### src/rtl/por_seq_pkg.sv
// Shared types and width helpers for the power-on reset sequencer.
package por_seq_pkg;

  typedef enum logic [1:0] {
    ST_HOLD,
    ST_DEBOUNCE,
    ST_WAIT,
    ST_DONE
  } por_state_e;

  function automatic int cnt_width(input int debounce_cycles, input int stage_delay);
    int m;
    m = (debounce_cycles > stage_delay) ? debounce_cycles : stage_delay;
    return $clog2(m + 1);
  endfunction

  function automatic int stage_width(input int num_domains);
    return $clog2(num_domains + 1);
  endfunction

endpackage

### src/rtl/por_sync.sv
// Multi-flop synchroniser for the raw POR_N from the IO-ring POR cell.
module por_sync #(
  parameter int SYNC_STAGES = 2
) (
  input  logic clk_i,
  input  logic rst_i,
  input  logic por_n_i,
  output logic por_s_o
);

  logic [SYNC_STAGES-1:0] sync_q;

  always_ff @(posedge clk_i) begin
    if (rst_i) sync_q <= '0;
    else       sync_q <= {sync_q[SYNC_STAGES-2:0], por_n_i};
  end

  assign por_s_o = sync_q[SYNC_STAGES-1];

endmodule

### src/rtl/por_reset_sequencer.sv
// Debounces the synchronised POR and releases domain resets in order 0..N-1.
//   state    | meaning
//   HOLD     | all domains in reset, waiting for POR high and no restart
//   DEBOUNCE | counting consecutive POR-high cycles
//   WAIT     | gap timer before releasing domain idx (held by SW_HOLD_I)
//   DONE     | every domain released
module por_reset_sequencer
  import por_seq_pkg::*;
#(
  parameter int NUM_DOMAINS     = 4,
  parameter int SYNC_STAGES     = 2,
  parameter int DEBOUNCE_CYCLES = 16,
  parameter int STAGE_DELAY     = 8
) (
  input  logic                                CLK_I,
  input  logic                                RST_I,
  input  logic                                POR_N_I,
  input  logic                                SW_RESET_I,
  input  logic [NUM_DOMAINS-1:0]              SW_HOLD_I,
  output logic [NUM_DOMAINS-1:0]              RST_N_O,
  output logic [stage_width(NUM_DOMAINS)-1:0] STAGE_O,
  output logic                                DONE_O
);

  localparam int CW  = cnt_width(DEBOUNCE_CYCLES, STAGE_DELAY);
  localparam int STW = stage_width(NUM_DOMAINS);
  localparam logic [CW-1:0]  DEB_TC   = CW'(DEBOUNCE_CYCLES - 1);
  localparam logic [CW-1:0]  STG_TC   = CW'(STAGE_DELAY - 1);
  localparam logic [STW-1:0] LAST_IDX = STW'(NUM_DOMAINS - 1);

  por_state_e             state_q, state_d;
  logic [CW-1:0]          cnt_q, cnt_d;
  logic [STW-1:0]         idx_q, idx_d;
  logic [NUM_DOMAINS-1:0] rst_n_q, rst_n_d;
  logic [STW-1:0]         stage_q, stage_d;
  logic                   done_q, done_d;
  logic                   por_s, abort, hold_cur, release_go;

  por_sync #(.SYNC_STAGES(SYNC_STAGES)) u_sync (
    .clk_i  (CLK_I),
    .rst_i  (RST_I),
    .por_n_i(POR_N_I),
    .por_s_o(por_s)
  );

  assign abort = !por_s || SW_RESET_I;

  always_comb begin
    hold_cur = 1'b0;
    for (int i = 0; i < NUM_DOMAINS; i++)
      if (idx_q == STW'(i)) hold_cur = SW_HOLD_I[i];
  end

  always_ff @(posedge CLK_I) begin
    if (RST_I) begin
      state_q <= ST_HOLD;
      cnt_q   <= '0;
      idx_q   <= '0;
      rst_n_q <= '0;
      stage_q <= '0;
      done_q  <= 1'b0;
    end else begin
      state_q <= state_d;
      cnt_q   <= cnt_d;
      idx_q   <= idx_d;
      rst_n_q <= rst_n_d;
      stage_q <= stage_d;
      done_q  <= done_d;
    end
  end

  always_comb begin
    state_d    = state_q;
    cnt_d      = cnt_q;
    idx_d      = idx_q;
    release_go = 1'b0;
    if (abort) begin
      state_d = ST_HOLD;
      cnt_d   = '0;
      idx_d   = '0;
    end else begin
      case (state_q)
        ST_HOLD: begin
          state_d = ST_DEBOUNCE;
          cnt_d   = '0;
        end
        ST_DEBOUNCE: begin
          if (cnt_q == DEB_TC) begin
            state_d = ST_WAIT;
            cnt_d   = '0;
            idx_d   = '0;
          end else begin
            cnt_d = cnt_q + 1'b1;
          end
        end
        ST_WAIT: begin
          // Timer parks at terminal count while the current domain is held.
          if (cnt_q != STG_TC) begin
            cnt_d = cnt_q + 1'b1;
          end else if (!hold_cur) begin
            release_go = 1'b1;
            cnt_d      = '0;
            if (idx_q == LAST_IDX) state_d = ST_DONE;
            else                   idx_d   = idx_q + 1'b1;
          end
        end
        ST_DONE: ;
        default: state_d = ST_HOLD;
      endcase
    end
  end

  always_comb begin
    rst_n_d = rst_n_q;
    stage_d = stage_q;
    done_d  = done_q;
    if (abort) begin
      rst_n_d = '0;
      stage_d = '0;
      done_d  = 1'b0;
    end else if (release_go) begin
      for (int i = 0; i < NUM_DOMAINS; i++)
        if (idx_q == STW'(i)) rst_n_d[i] = 1'b1;
      stage_d = idx_q + 1'b1;
      done_d  = (idx_q == LAST_IDX);
    end
  end

  assign RST_N_O = rst_n_q;
  assign STAGE_O = stage_q;
  assign DONE_O  = done_q;

endmodule

### config.mk
export PLATFORM = sky130hd
export DESIGN_NAME = por_reset_sequencer
export DESIGN_NICKNAME = d
export VERILOG_FILES = /design/src/rtl/por_seq_pkg.sv /design/src/rtl/por_sync.sv /design/src/rtl/por_reset_sequencer.sv
export SDC_FILE = /design/constraint.sdc
export NUM_CORES = 1
export LEC_CHECK = 0
export ABC_AREA = 1
export BUFFER_PORTS_ARGS = -buffer_cell sky130_fd_sc_hd__buf_2
export CORE_MARGIN = 1
export CORE_UTILIZATION = 23
export DETAILED_ROUTE_END_ITERATION = 10
export HOLD_SLACK_MARGIN = 0.1
export PLACE_DENSITY = 0.49
export SYNTH_ARGS = -nofsm -noshare
export SYNTH_HDL_FRONTEND = slang
export SYNTH_SLANG_ARGS = --single-unit
### constraint.sdc
create_clock -name CLK_I -period 2.9 [get_ports CLK_I]
set_input_delay 0.725 -clock CLK_I [delete_from_list [all_inputs] [get_ports CLK_I]]
set_output_delay 0.725 -clock CLK_I [all_outputs]
set_load 0.1 [all_outputs]
### Word-level counts from Yosys, hierarchy flattened

Cells that the tools add are included.
Widths: inputs -> output; s select.

* equality and inequality tests: 13
* reductions and logical operators: 14
* add/sub/neg operators: 2
* mux-type cells: 22

Operators with widths (number)
* $mux 5: 3
* $pmux 5 s3: 1
* $mux 3: 4
* $ne 2x2->1 const B: 5
* $reduce_and 2->1: 5
* $reduce_and 5->1: 2
* $mux 1: 8
* $mux 2: 4
* $eq 3x2->1 const B: 2
* $pmux 2 s3: 1
* $pmux 3 s2: 1
* $add 5x1->5 const B: 1
* $eq 5x4->1 const B: 1
* $ne 5x3->1 const B: 1
* $add 3x1->3 const B: 1
* $eq 3x1->1 const B: 1
* $logic_not 3->1: 1
* $ne 3x3->1 const B: 1
* $reduce_bool 3->1: 1
* $eq 2x1->1 const B: 1
* $eq 2x2->1 const B: 1
* $logic_not 2->1: 1
* $reduce_bool 2->1: 1
* $reduce_or 2->1: 1
* other kinds (2): 2

* logic and storage cells: 61
* register bits after elaboration: 20

### Depth between registers and ports, before layout

* depth in word-level cells: 10
* gate-level depth with buffers: 15
* depth with buffers taken out: 15

### Modules after synthesis

A second synthesis with hierarchy kept.

* cell total of the unflattened synthesis: 167
* area total of the unflattened synthesis: 1249.9 sq um

By module, submodules not included
* por_reset_sequencer: area an instance 1194.9 sq um, cells an instance 161, times used 1
* por_sync: area an instance 55.1 sq um, cells an instance 6, times used 1

### Worst setup path before layout

OpenSTA, ideal clock, no wires.

* path kind: flip-flop to output port
* from: register rst_n_q[2], in the netlist RST_N_O[2]
* to: output port RST_N_O[2]
* stages on the path, launching flop included: 1
* arrival: 925 ps
* slack: 1250 ps
* cells stage by stage: dfxtp_1

RTL lines
* from (decl): line por_reset_sequencer.sv:34 `logic [NUM_DOMAINS-1:0] rst_n_q, rst_n_d;`
* from (signal assigned): line por_reset_sequencer.sv:66 `rst_n_q <= rst_n_d;`
* to (decl): line por_reset_sequencer.sv:20 `output logic [NUM_DOMAINS-1:0] RST_N_O,`

No word-level cell between the ends.

### Worst setup path after layout

* from: register cnt_q[0]
* to: register idx_q[1]

* cells in the longest elaborated chain, start to end: 3
* elaborated cells between the ends (all ways): 5
* classes of those cells: eq/ne: 4; reduce/logical: 1

RTL lines
* from (decl): line por_reset_sequencer.sv:32 `logic [CW-1:0] cnt_q, cnt_d;`
* from (signal assigned): line por_reset_sequencer.sv:64 `cnt_q <= cnt_d;`
* $ne 5x3->1 / $eq 5x4->1 (equally long branches): line por_reset_sequencer.sv:98, por_reset_sequencer.sv:88
* $ne 2x2->1 (no source line)
* $reduce_and 5->1 (no source line) *
* to (signal assigned): line por_reset_sequencer.sv:65 `idx_q <= idx_d;`
* to (decl): line por_reset_sequencer.sv:33 `logic [STW-1:0] idx_q, idx_d;`

Every way passes the cells marked *; elsewhere a longest branch is shown, timed or not.
A chain may end at the register's enable or synchronous reset.

==> flow_metrics.tcl <==
set metrics [dict create \
    status "finished, final reports clean" \
    ys.flop_type "dfxtp_1" \
    pwr-share-clk_pct 41.7 \
    slew_violations 0 \
    post_cts_resized 0 \
    gr-usage-all-layers_pct 10.36 \
    max_freq_mhz 564.5 \
    grt_antenna_before_repair 0 \
    num_io_pins 16 \
    netlist_top_cells_count "nand2_1, inv_1, nor2_1, dfxtp_1, nand3_1" \
    synth_nets 188 \
    seqPwrFrac_pct 54.7 \
    pwr-share-comb_pct 3.5 \
    synth_area_um2 1167 \
    die_w_um 73.24 \
    place_ws_ps 948.3 \
    coreArea_um2 4817 \
    p_sw_share_pct 20.04 \
    first_global_vias 1032 \
    dpl-instance-area_um2 1326 \
    path_clk_slew_ps 70 \
    endpoint_kind "flip-flop" \
    grt_pass1_wl_mm 4.353 \
    p_leak_nw 0.6353 \
    yosysTopAreaCellShare_pct 34.30 \
    fill_cells 571 \
    vias_per_cell 4.173 \
    first_pass_iters 4 \
    slew_headroom_pct 67.85 \
    hold_ws_ps 403.7 \
    yosys_warnings 0 \
    power.total_mw 0.5052 \
    async_flop_share_pct 0 \
    vdd_drop_max_mv 0.1536 \
    max_slew.worst_pin.slew_ps 485.5 \
    dp_hpwl_mm 1.930 \
    hold_path.class "flip-flop to flip-flop" \
    clock_sinks 20 \
    drive_gt1_share_pct 16.04 \
    place_congestion 0.7927 \
    ys_seq_elements 20 \
    ant_nets 0 \
    cts_tree "built" \
    syn_inst 168 \
    port-buffer-count 15 \
    drt_wl_total_mm 2.348 \
    nNetsFinal 208 \
    syn_avg_cell_area_um2 6.949 \
    crit_path_start_kind "flip-flop" \
    crit_required_ps 3060 \
    diodes 0 \
    die_h_um 73.24 \
    clk_path_buf_depth 2 \
    synth_area_leaders "dfxtp_1, ha_1, nand2_1" \
    critPathMaxFanout 5 \
    die-area_um2 5364 \
    drcViolationCount 0 \
    num_vias 1060 \
    finalHoldViolCount 0 \
    cts_setup_buffers 0 \
    p_int_mw 0.4039 \
    setup_violations 0 \
    layout_min_cycle_time_ps 1772 \
    grt_max_degree 12 \
    cts_max_level 1 \
    ys_seq_area_share_pct 34.30 \
    synth_top_cell_by_area "dfxtp_1" \
    arrival_ps 1930 \
    synth.distinct_cells 20 \
    wire_per_inst_um 9.244 \
    clockRootBuffer "clkbuf_8" \
    setup_tns_ps 0 \
    stdcell_area_um2 1381 \
    power_switching_mw 0.1013 \
    yosysMostFrequentCell "nand2_1" \
    row_count 25 \
    finClkSkew_ps 5.220 \
    cts_hold_buf 0 \
    setup_ws_ps 1128 \
    numCtsBuffers 3 \
    fin_crit_sh_pct 61.09 \
    path_class "flip-flop to flip-flop" \
    synth_edf_count 0 \
    max-cap-violations 0 \
    drtIter0Drc 42 \
    area_delta_synth_final_pct 18.33 \
    rsz0062_at_grt "false" \
    clock_latency_ps 260 \
    grt_overflow 0 \
    start_util_pct 24.23 \
    power.density_nw_per_um2 365.7 \
]
state kept, by name, summed over array words and instances, names as in the netlist:
signal         count
DONE_O             1
state_q            2
cnt_q              5
u_sync.sync_q      2
RST_N_O            4
STAGE_O            3
idx_q              3
power groups by stage:
stage               Clock [mW]  Combinational, mW  Sequential (mW)
floorplan                    0             0.0108            0.283
global placement             0             0.0183            0.283
global route             0.236             0.0209            0.277
detailed placement           0             0.0181            0.283
CTS                      0.224             0.0182            0.277
finish                   0.211             0.0178            0.277
layout make-up:
class / count / area (um^2) / share of cell area, %
flip-flops and latches: 20 / 400.4 / 28.99
multi-input cells: 116 / 646.9 / 46.83
well taps: 67 / 83.83 / 6.069
repair buffers: 15 / 75.07 / 5.435
inverters: 32 / 120.1 / 8.696
clock buffers: 4 / 55.05 / 3.986
per-stage QoR:
step	std cells	util, %
3_5_place_dp	250	27.53
6_report	254	28.68
3_3_place_gp	250	27.53
2_1_floorplan	168	-
5_1_grt	254	28.68
4_1_cts	254	28.68
kinds of logic after synthesis:
family | share of synthesized area, %
and+or+nand+nor | 34.83
AOI/OAI and AO/OA | 7.717
DFF | 34.30
buffers and inverters | 10.29
adders and majority gates | 12.86
final timing paths:
path,start,endpoint,slack (ps),cells past startpoint
setup reg to reg,cnt_q[0],idx_q[1],1130,13
setup / recovery,cnt_q[0],idx_q[1],1130,13
hold / removal,u_sync.sync_q[0],u_sync.sync_q[1],400,2
hold reg to reg,u_sync.sync_q[0],u_sync.sync_q[1],400,2
metal layers:
| metal | vias to the layer above | track usage (%) | wire length (um) |
|---|---|---|---|
| li1 | 568 | - | - |
| met1 | 472 | 13.41 | 1166 |
| met2 | 20 | 17.18 | 1064 |
| met3 | 0 | 2.901 | 116 |
| met4 | 0 | 1.961 | 0 |
| met5 | - | 0 | 0 |
critical path, cell delays in order (launching register included):
cell     delay (ps)
dfxtp_1         400
ha_1            210
nand2_2          70
nor2_1          140
ha_1            160
inv_1            50
nand2_1          70
nand2_1         120
nor2_1          110
nand2_1          80
inv_1           110
nand2_1          60
nand2_1          50
nor2_1           40
placed cells by master, fill, tap and decap left out, types with 4 or more instances in the layout:
master	count
dfxtp_1	20
nand3_1	16
clkbuf_8	4
inv_1	28
nand2_1	32
nand4_1	4
a21oi_1	12
buf_2	15
ha_1	12
nor2_1	25
No activity file was read; power rests on OpenSTA's default activity.
